File: src/rtl/lsu_ctrl.sv
// Load/store unit: one req/ack data-memory transaction per EX request, with extended load return.
// Latency: decode error -> done in cycle 1; ack in first ACCESS cycle -> done in cycle 2.
module lsu_ctrl #(
   parameter int unsigned TIMEOUT = 255
) (
   input  logic        i_clk,
   input  logic        i_rst_n,
   input  logic        i_lsu_valid,
   input  logic        i_lsu_wren,
   input  logic [2:0]  i_funct3,
   input  logic [31:0] i_alu_data,
   input  logic [31:0] i_st_data,
   output logic        o_lsu_stall,
   output logic        o_lsu_done,
   output logic [31:0] o_ld_data,
   output logic        o_lsu_err,
   output logic        o_mem_req,
   output logic        o_mem_we,
   output logic [31:0] o_mem_addr,
   output logic [3:0]  o_mem_be,
   output logic [31:0] o_mem_wdata,
   input  logic        i_mem_ack,
   input  logic [31:0] i_mem_rdata
);

   typedef enum logic [1:0] {S_IDLE, S_ACCESS, S_DONE} state_t;
   localparam int CW = $clog2(TIMEOUT + 1);

   state_t        state_q, state_d;
   logic [CW-1:0] cnt_q, cnt_d;
   logic [1:0]    off_q, off_d;
   logic [2:0]    f3_q, f3_d;
   logic          req_q, req_d, we_q, we_d, done_q, done_d, err_q, err_d;
   logic [31:0]   addr_q, addr_d, wdata_q, wdata_d, ld_q, ld_d;
   logic [3:0]    be_q, be_d;

   logic [1:0]    a_lo;
   logic          dec_err;
   logic [3:0]    dec_be;
   logic [15:0]   r_lo;
   logic [31:0]   ld_ext;

   assign a_lo = i_alu_data[1:0];

   always_comb begin
      dec_err = 1'b1;
      case (i_funct3)
         3'b000:  dec_err = 1'b0;
         3'b001:  dec_err = a_lo[0];
         3'b010:  dec_err = |a_lo;
         3'b100:  dec_err = i_lsu_wren;
         3'b101:  dec_err = i_lsu_wren | a_lo[0];
         default: dec_err = 1'b1;
      endcase
      dec_be = 4'b1111;
      case (i_funct3[1:0])
         2'b00:   dec_be = 4'b0001 << a_lo;
         2'b01:   dec_be = 4'b0011 << a_lo;
         default: dec_be = 4'b1111;
      endcase
   end

   // Load extraction uses the offset/size latched at decode, not the live EX inputs.
   assign r_lo = 16'(i_mem_rdata >> {off_q, 3'b000});

   always_comb begin
      ld_ext = i_mem_rdata;
      case (f3_q)
         3'b000:  ld_ext = {{24{r_lo[7]}}, r_lo[7:0]};
         3'b100:  ld_ext = {24'd0, r_lo[7:0]};
         3'b001:  ld_ext = {{16{r_lo[15]}}, r_lo};
         3'b101:  ld_ext = {16'd0, r_lo};
         default: ld_ext = i_mem_rdata;
      endcase
   end

   always_comb begin
      state_d = state_q;
      cnt_d   = cnt_q;
      off_d   = off_q;
      f3_d    = f3_q;
      req_d   = req_q;
      we_d    = we_q;
      addr_d  = addr_q;
      be_d    = be_q;
      wdata_d = wdata_q;
      ld_d    = ld_q;
      done_d  = 1'b0;
      err_d   = 1'b0;
      case (state_q)
         S_IDLE: begin
            if (i_lsu_valid) begin
               if (dec_err) begin
                  state_d = S_DONE;
                  done_d  = 1'b1;
                  err_d   = 1'b1;
                  ld_d    = 32'd0;
               end else begin
                  state_d = S_ACCESS;
                  cnt_d   = CW'(1);
                  off_d   = a_lo;
                  f3_d    = i_funct3;
                  req_d   = 1'b1;
                  we_d    = i_lsu_wren;
                  addr_d  = {i_alu_data[31:2], 2'b00};
                  be_d    = dec_be;
                  wdata_d = i_lsu_wren ? (i_st_data << {a_lo, 3'b000}) : 32'd0;
               end
            end
         end
         S_ACCESS: begin
            if (i_mem_ack || cnt_q == CW'(TIMEOUT)) begin
               state_d = S_DONE;
               done_d  = 1'b1;
               err_d   = ~i_mem_ack;
               ld_d    = (i_mem_ack && !we_q) ? ld_ext : 32'd0;
               cnt_d   = '0;
               req_d   = 1'b0;
               we_d    = 1'b0;
               addr_d  = 32'd0;
               be_d    = 4'd0;
               wdata_d = 32'd0;
            end else begin
               cnt_d = cnt_q + 1'b1;
            end
         end
         default: begin
            state_d = S_IDLE;
            cnt_d   = '0;
         end
      endcase
   end

   always_ff @(posedge i_clk) begin
      if (!i_rst_n) begin
         state_q <= S_IDLE;
         cnt_q   <= '0;
         off_q   <= 2'd0;
         f3_q    <= 3'd0;
         req_q   <= 1'b0;
         we_q    <= 1'b0;
         addr_q  <= 32'd0;
         be_q    <= 4'd0;
         wdata_q <= 32'd0;
         ld_q    <= 32'd0;
         done_q  <= 1'b0;
         err_q   <= 1'b0;
      end else begin
         state_q <= state_d;
         cnt_q   <= cnt_d;
         off_q   <= off_d;
         f3_q    <= f3_d;
         req_q   <= req_d;
         we_q    <= we_d;
         addr_q  <= addr_d;
         be_q    <= be_d;
         wdata_q <= wdata_d;
         ld_q    <= ld_d;
         done_q  <= done_d;
         err_q   <= err_d;
      end
   end

   assign o_lsu_stall = i_lsu_valid & ~done_q;
   assign o_lsu_done  = done_q;
   assign o_ld_data   = ld_q;
   assign o_lsu_err   = err_q;
   assign o_mem_req   = req_q;
   assign o_mem_we    = we_q;
   assign o_mem_addr  = addr_q;
   assign o_mem_be    = be_q;
   assign o_mem_wdata = wdata_q;

endmodule

File: config.mk
export PLATFORM = sky130hd
export DESIGN_NAME = lsu_ctrl
export DESIGN_NICKNAME = d
export VERILOG_FILES = /design/src/rtl/lsu_ctrl.sv
export SDC_FILE = /design/constraint.sdc
export NUM_CORES = 1
export LEC_CHECK = 0
export BUFFER_PORTS_ARGS = -buffer_cell sky130_fd_sc_hd__buf_2
export CAP_MARGIN = 40
export CORE_ASPECT_RATIO = 0.7
export CORE_MARGIN = 3
export CORE_UTILIZATION = 48
export CTS_CLUSTER_SIZE = 40
export DETAILED_ROUTE_END_ITERATION = 8
export PLACE_DENSITY = 0.92
export REMOVE_ABC_BUFFERS = 1
export SYNTH_ARGS = -nofsm -noshare
export SYNTH_HDL_FRONTEND = slang
export SYNTH_SLANG_ARGS = --single-unit
File: constraint.sdc
create_clock -name i_clk -period 2.7 [get_ports i_clk]
set_input_delay 0.135 -clock i_clk [delete_from_list [all_inputs] [get_ports i_clk]]
set_output_delay 0.135 -clock i_clk [all_outputs]
set_load 0.01 [all_outputs]
==> results.txt <==
status -> finished, final reports clean
GP Congestion -> 0.870
worst hold slack -> 0.0199 ns
CTS Sinks -> 117
post-route cell area -> 7230 µm²
placed cell area -> 6090 µm²
most frequent cell after synthesis -> dfxtp_1
final hold viol count -> 0
Port Buffers -> 206
Pwr Total -> 4.73 mW
Area growth, synth to finish -> 45.1%
post-cts resize count -> 0
DRC Markers -> 0
clock network power share -> 49.6%
post-layout minimum cycle time -> 2.29 ns
multiplexer area fraction after synthesis -> 7.68%
initial antenna violation count -> 0
setup TNS -> 0 ns
share of layout cells above drive strength 1 -> 34.2%
clock-pin slew on the worst setup and hold paths -> 0.05 ns
Util after Layout -> 73.0%
Final ANT Viol Nets -> 0
XOR/XNOR share of the synthesized area -> 0%
DP HPWL -> 10600 µm
worst endpoint data arrival time -> 2.59 ns
Power Internal -> 3.61 mW
Final nets -> 844
Vias -> 5222
worst flop-to-flop path endpoint -> o_mem_wdata[21]$_SDFFE_PN0P_
number of global-route vias before repair -> 5163
Wirelength per Cell -> 18.8 µm
largest area contributor in the netlist -> dfxtp_1
IO Pins -> 209
Slew Limit Fails -> 0
Leak -> 3.39 nW
largest net degree at the start of global routing -> 42
Max Cap Viol -> 0
switching power -> 1.12 mW
VDD IR max -> 0.550 mV
syn avg cell area -> 10.2 µm²
reg-to-reg slack, setup -> 0.41 ns
worst hold-check path type -> input pin to flop
sequential share of the synthesized area -> 47.0%
largest cells by area after synthesis -> dfxtp_1, a22o_1, mux2i_1
adder-cell area share of the yosys netlist -> 0.251%
CP max FO -> 41
Vias/cell -> 5.93
global-route wire length before repair -> 26200 µm
crit end category -> flop
Slew Limit Headroom -> 50.0%
worst setup path startpoint -> cnt_q[0]$_SDFFE_PN0P_
H-tree levels -> 4
post-synth top area share -> 47.0%
Synth Cell Area -> 4980 µm²
final WL -> 16600 µm
die area -> 11700 µm²
Die Ht -> 91.3 µm
Initial Utilization -> 50.3%
Reg power frac -> 38.7%
die width -> 128 µm
Worst R2R Start -> cnt_q[0]$_SDFFE_PN0P_
# hold bufs at CTS -> 52
# setup viols final -> 0
Detailed Routing Iterations Pass 1 -> 6
Post-synth ARST share -> 0%
RSZ-0062 raised after global routing -> no
largest family of logic cells by synthesized area -> compound AO/OA/AOI/OAI gates
DRT iter0 DRCs -> 463
EDFF count, synth -> 0
CTS buffer count -> 17
Synth Area in Compound Gates -> 29.7%
combinational share of power -> 11.7%
core area -> 9910 µm²
fmax -> 436 MHz
Remaining Overflow, GRT -> 0
Synth cell types -> 51
Switching Share -> 23.7%
simple-gate share of the synthesized area -> 11.0%
Crit Path Class -> flop to flop
Tightest Pin Transition -> 0.747 ns
antenna cell count -> 0
TritonCTS clock tree -> done
WP data required -> 2.99 ns
Mapped Cells -> 490
FF-to-FF path depth -> 6
Synth top cells by count -> dfxtp_1, a22o_1, mux2i_1
CTS Root Cell -> clkbuf_16
GRT Util Overall -> 27.8%
Worst-Skew Late Latency -> 0.41 ns
Site Rows -> 30
startpoint type of the worst setup path -> flop
Post-CTS Setup Inserts -> 0
power density cells -> 654 nW/µm²
CP endpoint -> o_mem_wdata[21]$_SDFFE_PN0P_
Final period util -> 84.9%
Yosys reg bits -> 117
skew final -> 0.0105 ns
clock buffer depth -> 2
Main synth FF type -> dfxtp_1
synth warn -> 0
[layout make-up]
| type | count | area [µm²] |
|---|---|---|
| Fill cell | 681 | 2680 |
| Multi-Input combinational cell | 328 | 2440 |
| Sequential cell | 117 | 2340 |
| Timing Repair Buffer | 269 | 1640 |
| Clock buffer | 23 | 498 |
| Tap cell | 128 | 160 |
| Clock inverter | 9 | 123 |
| Inverter | 6 | 22.5 |
[metrics by stage]
| step | instances | setup WS [ns] |
|---|---|---|
| 6_report | 880 | 0.408 |
| 5_1_grt | 880 | 0.286 |
| 4_1_cts | 880 | 0.453 |
| 3_5_place_dp | 796 | 0.442 |
| 3_3_place_gp | 794 | 0.452 |
| 2_1_floorplan | 451 | 0.0596 |
[how the worst min path moves through the flow]
| stage | end | depth (start not counted) | startpoint |
|---|---|---|---|
| after floorplan | o_mem_wdata[0]$_SDFFE_PN0P_ | 1 | i_st_data[0] |
| after global placement | o_mem_addr[20]$_SDFFE_PN0P_ | 2 | i_alu_data[20] |
| after detailed placement | o_mem_addr[11]$_SDFFE_PN0P_ | 2 | i_alu_data[11] |
| after CTS | o_ld_data[31]$_SDFFE_PN0P_ | 2 | i_mem_rdata[31] |
| after global routing | o_ld_data[31]$_SDFFE_PN0P_ | 2 | i_mem_rdata[31] |
| final | o_ld_data[31]$_SDFFE_PN0P_ | 2 | i_mem_rdata[31] |
[metal layers]
metal,share of wire (%),wire length [µm],vias to the layer above,GRT usage (%)
met2,49,8060,313,44.9
met3,9.2,1520,46,10.1
li1,-,-,2380,-
met5,0,0,-,0
met1,40,6590,2483,33.7
met4,2.4,397,0,10.5
[cells in the final DEF, fill, tap and decap left out, types with 11 or more instances in the layout]
master         netlist  final
clkbuf_16            0     17
dfxtp_1            117    117
buf_2               13    207
nor2_1              26     26
nor2b_1             12     12
o2bb2ai_1           16     16
o21ai_0             22     22
a22o_1              51     51
dlygate4sd3_1        0     52
nand2_1             33     33
a221o_1             24     23
mux2i_1             36     36
o211ai_1            11     11
[power groups by stage]
stage / sequential (mW) / combinational (mW) / clock [mW]
6_report: 1.83 / 0.553 / 2.35
5_1_grt: 1.83 / 0.592 / 2.44
4_1_cts: 1.82 / 0.540 / 2.36
3_5_place_dp: 1.86 / 0.479 / 0
3_3_place_gp: 1.86 / 0.452 / 0
2_1_floorplan: 1.88 / 0.207 / 0
[critical path, stage by stage (launching register included)]
cell	delay, ns
dfxtp_1	0.36
ha_1	0.25
nand4_1	0.21
o211a_1	0.28
a221o_2	0.55
buf_12	0.27
a22o_1	0.25
[sequential cells by signal, summed over array words and instances (netlist names), 2 cells and up]
signal / flops
o_ld_data: 32
o_mem_wdata: 32
o_mem_addr: 30
cnt_q: 8
o_mem_be: 4
f3_q: 3
off_q: 2
state_q: 2
[cells by family (layout without fill, tap and decap cells)]
kind of cell               Yosys count  after routing
adders and majority gates            1              1
muxes                               37             37
DFF                                117            117
AOI/OAI and AO/OA                  178            178
buffers and inverters               46            307
and+or+nand+nor                    110            110
other                                1              2
Note: power is estimated with default switching activity, not from simulation.
